--- config.mk ---
export PLATFORM = sky130hd
export DESIGN_NAME = icache_tag_ctl_flat
export DESIGN_NICKNAME = d
export VERILOG_FILES = /design/src/rtl/icache_tag_ctl_if.sv /design/src/rtl/icache_tag_ctl.sv /design/src/flat_wrapper.sv
export SDC_FILE = /design/constraint.sdc
export NUM_CORES = 1
export LEC_CHECK = 0
export ABC_AREA = 1
export ABC_CLOCK_PERIOD_IN_PS = 1400
export CELL_PAD_IN_SITES_DETAIL_PLACEMENT = 0
export CELL_PAD_IN_SITES_GLOBAL_PLACEMENT = 1
export CORE_MARGIN = 5
export CORE_UTILIZATION = 39
export CTS_CLUSTER_SIZE = 28
export DETAILED_ROUTE_END_ITERATION = 8
export DONT_BUFFER_PORTS = 1
export PLACE_DENSITY_LB_ADDON = 0.1
export SYNTH_ARGS = -nofsm -noshare
export SYNTH_HDL_FRONTEND = slang
export SYNTH_SLANG_ARGS = --single-unit
--- constraint.sdc ---
create_clock -name rclk -period 1.4 [get_ports rclk]
set_clock_uncertainty 0.05 [all_clocks]
set_input_delay 0.14 -clock rclk [delete_from_list [all_inputs] [get_ports rclk]]
set_output_delay 0.14 -clock rclk [all_outputs]
set_load 0.05 [all_outputs]
--- src/rtl/icache_tag_ctl_if.sv ---
// Request/grant and tag-array strobe bundle between the IFU fetch/fill logic and icache_tag_ctl.
// master = requester side, slave = the tag controller.
interface icache_tag_ctl_if #(
  parameter int IDX_W = 7,
  parameter int TAG_W = 33
);
  logic             fetch_req;
  logic [IDX_W-1:0] fetch_idx;
  logic             fetch_gnt;
  logic             fill_req;
  logic [IDX_W-1:0] fill_idx;
  logic [3:0]       fill_way;
  logic [TAG_W-1:0] fill_tag;
  logic             fill_gnt;
  logic             inv_start;
  logic             inv_busy;
  logic [IDX_W-1:0] index_x;
  logic             rdreq_x;
  logic             wrreq_x;
  logic [3:0]       wrway_x;
  logic [TAG_W-1:0] wrtag_y;
  logic             rdvld_y;

  modport master (
    output fetch_req, fetch_idx, fill_req, fill_idx, fill_way, fill_tag, inv_start,
    input  fetch_gnt, fill_gnt, inv_busy, index_x, rdreq_x, wrreq_x, wrway_x,
           wrtag_y, rdvld_y
  );

  modport slave (
    input  fetch_req, fetch_idx, fill_req, fill_idx, fill_way, fill_tag, inv_start,
    output fetch_gnt, fill_gnt, inv_busy, index_x, rdreq_x, wrreq_x, wrway_x,
           wrtag_y, rdvld_y
  );
endinterface

--- src/rtl/icache_tag_ctl.sv ---
// I-cache tag-array port sequencer: invalidate sweep after reset or on request,
// then fetch-read / fill-write arbitration with a bounded fetch starvation window.
//
//  state | meaning
//  SWEEP | write all four ways of every set with a zero tag, one set per cycle
//  RUN   | arbitrate fetch lookups and fill writes, one access per cycle
module icache_tag_ctl #(
  parameter int IDX_W  = 7,
  parameter int TAG_W  = 33,
  parameter int STARVE = 3
) (
  input logic             rclk,
  input logic             reset_l,
  icache_tag_ctl_if.slave bus
);
  localparam int SC_W = $clog2(STARVE + 1);

  typedef enum logic {SWEEP, RUN} state_t;

  state_t           state, state_nxt;
  logic [IDX_W-1:0] sweep_cnt;
  logic [SC_W-1:0]  starve_cnt;
  logic             fill_win;

  always_ff @(posedge rclk or negedge reset_l) begin
    if (!reset_l) state <= SWEEP;
    else          state <= state_nxt;
  end

  always_comb begin
    state_nxt = state;
    case (state)
      SWEEP:   if (sweep_cnt == '1) state_nxt = RUN;
      RUN:     if (bus.inv_start)   state_nxt = SWEEP;
      default: state_nxt = SWEEP;
    endcase
  end

  // Fill wins unless the waiting fetch has already been passed over STARVE times.
  assign fill_win = bus.fill_req & (~bus.fetch_req | (starve_cnt < SC_W'(STARVE)));

  always_comb begin
    bus.fetch_gnt = 1'b0;
    bus.fill_gnt  = 1'b0;
    bus.inv_busy  = 1'b0;
    bus.index_x   = bus.fetch_idx;
    bus.rdreq_x   = 1'b0;
    bus.wrreq_x   = 1'b0;
    bus.wrway_x   = 4'b0000;
    case (state)
      SWEEP: begin
        bus.inv_busy = 1'b1;
        bus.index_x  = sweep_cnt;
        bus.wrreq_x  = 1'b1;
        bus.wrway_x  = 4'b1111;
      end
      RUN: begin
        if (fill_win) begin
          bus.fill_gnt = 1'b1;
          bus.index_x  = bus.fill_idx;
          bus.wrreq_x  = 1'b1;
          bus.wrway_x  = bus.fill_way;
        end else if (bus.fetch_req) begin
          bus.fetch_gnt = 1'b1;
          bus.rdreq_x   = 1'b1;
        end
      end
      default: bus.inv_busy = 1'b1;
    endcase
  end

  always_ff @(posedge rclk or negedge reset_l) begin
    if (!reset_l) begin
      sweep_cnt   <= '0;
      starve_cnt  <= '0;
      bus.wrtag_y <= '0;
      bus.rdvld_y <= 1'b0;
    end else begin
      bus.rdvld_y <= bus.rdreq_x;
      if (bus.wrreq_x) bus.wrtag_y <= (state == SWEEP) ? '0 : bus.fill_tag;

      if (state == SWEEP) begin
        sweep_cnt  <= sweep_cnt + 1'b1;   // wraps to 0 on the final set
        starve_cnt <= '0;
      end else if (bus.inv_start || bus.fetch_gnt || !bus.fetch_req) begin
        starve_cnt <= '0;
      end else if (bus.fill_gnt && (starve_cnt < SC_W'(STARVE))) begin
        starve_cnt <= starve_cnt + 1'b1;
      end
    end
  end
endmodule

--- src/flat_wrapper.sv ---
// flat-port wrapper written by rule: the top's interface ports become plain ports
module icache_tag_ctl_flat 
#(
  parameter int IDX_W  = 7,
  parameter int TAG_W  = 33,
  parameter int STARVE = 3
)
  (rclk, reset_l, bus_fetch_req, bus_fetch_idx, bus_fill_req, bus_fill_idx, bus_fill_way, bus_fill_tag, bus_inv_start, bus_fetch_gnt, bus_fill_gnt, bus_inv_busy, bus_index_x, bus_rdreq_x, bus_wrreq_x, bus_wrway_x, bus_wrtag_y, bus_rdvld_y);
  icache_tag_ctl_if #(.IDX_W(IDX_W), .TAG_W(TAG_W)) bus_i ();
  input logic rclk;
  input logic reset_l;
  input wire logic [$bits(bus_i.fetch_req)-1:0] bus_fetch_req;
  input wire logic [$bits(bus_i.fetch_idx)-1:0] bus_fetch_idx;
  input wire logic [$bits(bus_i.fill_req)-1:0] bus_fill_req;
  input wire logic [$bits(bus_i.fill_idx)-1:0] bus_fill_idx;
  input wire logic [$bits(bus_i.fill_way)-1:0] bus_fill_way;
  input wire logic [$bits(bus_i.fill_tag)-1:0] bus_fill_tag;
  input wire logic [$bits(bus_i.inv_start)-1:0] bus_inv_start;
  output wire logic [$bits(bus_i.fetch_gnt)-1:0] bus_fetch_gnt;
  output wire logic [$bits(bus_i.fill_gnt)-1:0] bus_fill_gnt;
  output wire logic [$bits(bus_i.inv_busy)-1:0] bus_inv_busy;
  output wire logic [$bits(bus_i.index_x)-1:0] bus_index_x;
  output wire logic [$bits(bus_i.rdreq_x)-1:0] bus_rdreq_x;
  output wire logic [$bits(bus_i.wrreq_x)-1:0] bus_wrreq_x;
  output wire logic [$bits(bus_i.wrway_x)-1:0] bus_wrway_x;
  output wire logic [$bits(bus_i.wrtag_y)-1:0] bus_wrtag_y;
  output wire logic [$bits(bus_i.rdvld_y)-1:0] bus_rdvld_y;
  assign bus_i.fetch_req = bus_fetch_req;
  assign bus_i.fetch_idx = bus_fetch_idx;
  assign bus_i.fill_req = bus_fill_req;
  assign bus_i.fill_idx = bus_fill_idx;
  assign bus_i.fill_way = bus_fill_way;
  assign bus_i.fill_tag = bus_fill_tag;
  assign bus_i.inv_start = bus_inv_start;
  assign bus_fetch_gnt = bus_i.fetch_gnt;
  assign bus_fill_gnt = bus_i.fill_gnt;
  assign bus_inv_busy = bus_i.inv_busy;
  assign bus_index_x = bus_i.index_x;
  assign bus_rdreq_x = bus_i.rdreq_x;
  assign bus_wrreq_x = bus_i.wrreq_x;
  assign bus_wrway_x = bus_i.wrway_x;
  assign bus_wrtag_y = bus_i.wrtag_y;
  assign bus_rdvld_y = bus_i.rdvld_y;
  icache_tag_ctl #(.IDX_W(IDX_W), .TAG_W(TAG_W), .STARVE(STARVE)) u_core (.rclk(rclk), .reset_l(reset_l), .bus(bus_i));
endmodule
==> reports/metrics.yaml <==
route:
  drtAntennaViolNets: 0
  detail_route.iter0.violations: 80
  totalWireLength_um: 6363
  vias: 1972
  average_via_count_per_standard_cell: 5.031
  drt_drc_violations_left: 0
  wire_per_inst_um: 16.23
  drt_pass1_iterations: 4
floorplan:
  die-area_sq_um: 6848
  num_rows: 26
  ioPinCount: 106
  chip_height_um: 82.76
  core-area_sq_um: 5140
  floorplan.initialDensity_pct: 40.17
  dieWidth_um: 82.76
final_layout:
  multi_input_comb_area_sq_um: 1132
  nets_final: 380
  postLayoutCellArea_sq_um: 3391
  final-seq-area_sq_um: 1102
  synthToLayoutAreaGrowth_pct: 64.24
  share_of_layout_cells_above_drive_strength_1_pct: 40.06
  count_of_inserted_antenna_diode_cells: 0
  final.fill_count: 441
  finalCoreUtilization_pct: 65.97
run:
  cap_viol_max_count: 0
clocking:
  cts-buffers-inserted: 5
  clkLatencyLatePin_ns: 0.29
  cts_tree: "done"
  cts_sinks: 44
  cts.path.max_buffers: 2
  clock-root-buffer: "clkbuf_8"
  clkSlewWorstSetupHoldPaths_ns: 0.08
  clock_tree.htree_level_count: 2
power_and_ir_drop:
  vdd.ir_drop.worst_mv: 0.6644
  power.density_nw_per_um2: 983.5
  power_leakage_uw: 0.001782
placement:
  detailed_place_hpwl_um: 4217
  port_buffers: 0
  preCtsSetupSlack_ns: 0.008662
  gp_congestion: 0.6760
  placed_area_sq_um: 2539
logic_synthesis:
  synth.largest_area_cell: "dfrtp_1"
  synth.cell_area_sq_um: 2064
  ys_top_cells_by_area: "dfrtp_1 53%, nand2_1 15%, nand3_1 12%"
  ys_ff_latch: 44
  syn_area_cell_sq_um: 8.748
  synthDistinctLibCells: 20
  syn-instance-count: 236
  synth_top_area_share_pct: 53.33
  synth_nets: 294
  synth.yosys.seq_area_share_pct: 53.33
  yosysWarnings: 0
hold_path:
  launch_instance_of_the_worst_min_delay_path: "bus_fetch_req"
  hold-path-endpoint: "u_core.bus.rdvld_y$_DFF_PN0_"
  hold_path.class: "input pin to flop"
  holdPathStages: 3
worst_setup_path:
  cp_max_fo: 5
  timing.critical_path.arrival_ns: 1.47
  critical_path.reg2reg.startpoint: "u_core.starve_cnt[0]$_DFFE_PN0P_"
  criticalPathCategory: "flop to primary output"
  r2r_slack_ns: -0.12
  r2r.worst_path.cells: 9
  critical_path.endpoint_type: "primary output"
  timing.critical_path.from: "u_core.starve_cnt[0]$_DFFE_PN0P_"
  critPathLaunchType: "flop"
  crit-reg2reg-capture: "u_core.bus.wrtag_y[26]$_DFFE_PN0P_"
  worst_path_largest_cell_delay_ns: 0.41
  crit_path_top_delay_cell: "dfrtp_1"
  crit_path_frequent_cell: "nand2_8"
  cp_data_required_time_ns: 1.21
  crit_chain: "ha_4 -> nand2_8 -> buf_12 -> nand2_8 -> nand3_1 -> nand3_4"
timing:
  post-route-period-util_pct: 118.3
  finalWorstPathRequiredPeriod_ns: 1.657
  max_clock_freq_mhz: 603.6
  postLayoutSetupSlackWorst_ns: -0.2566
  setup_viol: 48
  relSlewSlack_pct: 70.51
  final_max_slew_viol_count: 0
  worst_slew_pin_slew_ns: 0.4426
  grt_setup_unrepaired: "yes"
  timing.final.hold_violations: 0
global_routing:
  global_route.usage.total_pct: 17.87
  total_congestion_overflow: 0
  grt_max_degree: 45
  antenna_violations_before_repair: 0
  number_of_global_route_vias_before_repair: 1921
  global_route_wire_length_before_repair_um: 9328
status:
  run_status: "finished, violations left"
  failed_checks: "negative setup slack"
==> cells by family after synthesis <==
group	count (synthesis)	synth area share (%)
DFF	44	53.33
and+or+nand+nor	155	34.73
adders and majority gates	2	1.212
AOI/OAI and AO/OA	5	1.697
buffers and inverters	26	7.334
xor gates and xnor gates	4	1.697
==> placed cells by master, fill, tap and decap left out, drive strengths merged, types with 2 or more instances in the layout <==
cell / instances
xor2: 2
nand4: 10
clkbuf: 7
nand2: 88
buf: 57
nor2: 8
inv: 10
dfrtp: 44
nand3: 48
o21a: 4
nand3b: 2
ha: 2
xnor2: 2
dlygate4sd3: 35
==> Yosys cell counts, drive strengths merged <==
master,count
o21ai,1
xor2,2
nand2,87
buf,16
inv,10
ha,2
nand4,10
nand3,48
dfrtp,44
nand3b,2
o21a,4
xnor2,2
nor2,8
==> state kept, by name (all words and copies together) (netlist names) <==
register            count
u_core.starve_cnt       2
u_core.state            1
u_core.bus.wrtag_y     33
u_core.bus.rdvld_y      1
u_core.sweep_cnt        7
==> timing repair <==
| item | CTS | global route |
|---|---|---|
| endpoints found under the setup margin | 16 | 49 |
| gates cloned | 1 | 2 |
| buffers inserted | 5 | 4 |
| pin swaps | 9 | 9 |
| endpoints found under the hold margin | 80 | 0 |
| gates resized for setup | 10 | 65 |
| hold buffers | 36 | 0 |
==> metrics by stage <==
step | hold WS, ns | instances | total power [uW] | setup TNS (ns)
6_report | 0.09545 | 392 | 3335 | -6.064
5_1_grt | 0.09052 | 392 | 3528 | -9.233
4_1_cts | 0.08507 | 388 | 3368 | -5.842
3_5_place_dp | -0.2048 | 339 | 2457 | 0
3_3_place_gp | -0.2045 | 339 | 2433 | 0
2_1_floorplan | -0.2056 | 236 | 2280 | -0.4889
==> how the worst max path moves through the flow <==
stage          depth (start not counted)  slack, ns             end
5_1_grt                                6      -0.33  bus_index_x[3]
6_report                               6      -0.26  bus_index_x[1]
3_5_place_dp                           5      0.009  bus_wrway_x[0]
3_3_place_gp                           5       0.04  bus_wrway_x[3]
4_1_cts                                6      -0.30  bus_index_x[5]
2_1_floorplan                          6      -0.16  bus_index_x[3]
==> report_power, final <==
part	total (uW)	switching [uW]	internal (uW)	leakage, uW
Clock	748	410	338	0.0000400
Combinational	1110	724	387	0.00114
Sequential	1480	107	1370	0.000600
Total	3330	1240	2090	0.00178
==> layer usage <==
layer / global-route usage, % / vias to the layer above / part of all wire, %
li1: - / 941 / -
met5: 0 / - / 0
met3: 4.555 / 2 / 8.0
met1: 22.10 / 953 / 41
met2: 30.93 / 76 / 51
met4: 4.739 / 0 / 0.39
==> area by class of cell <==
| class | instances | share of cell area, % |
|---|---|---|
| clock buffers | 5 | 2.030 |
| clock inverters | 2 | 0.3690 |
| inverters | 10 | 1.181 |
| multi-input cells | 167 | 33.39 |
| flip-flops and latches | 44 | 32.51 |
| well taps | 70 | 2.583 |
| repair buffers | 94 | 27.93 |
==> worst max-delay path: cells and delay by family (launching register included) <==
family / cells / cell delay (ns)
and+or+nand+nor: 4 / 0.47
DFF: 1 / 0.41
adders and majority gates: 1 / 0.19
buffers and inverters: 1 / 0.11
(Power assumes the default switching activity.)
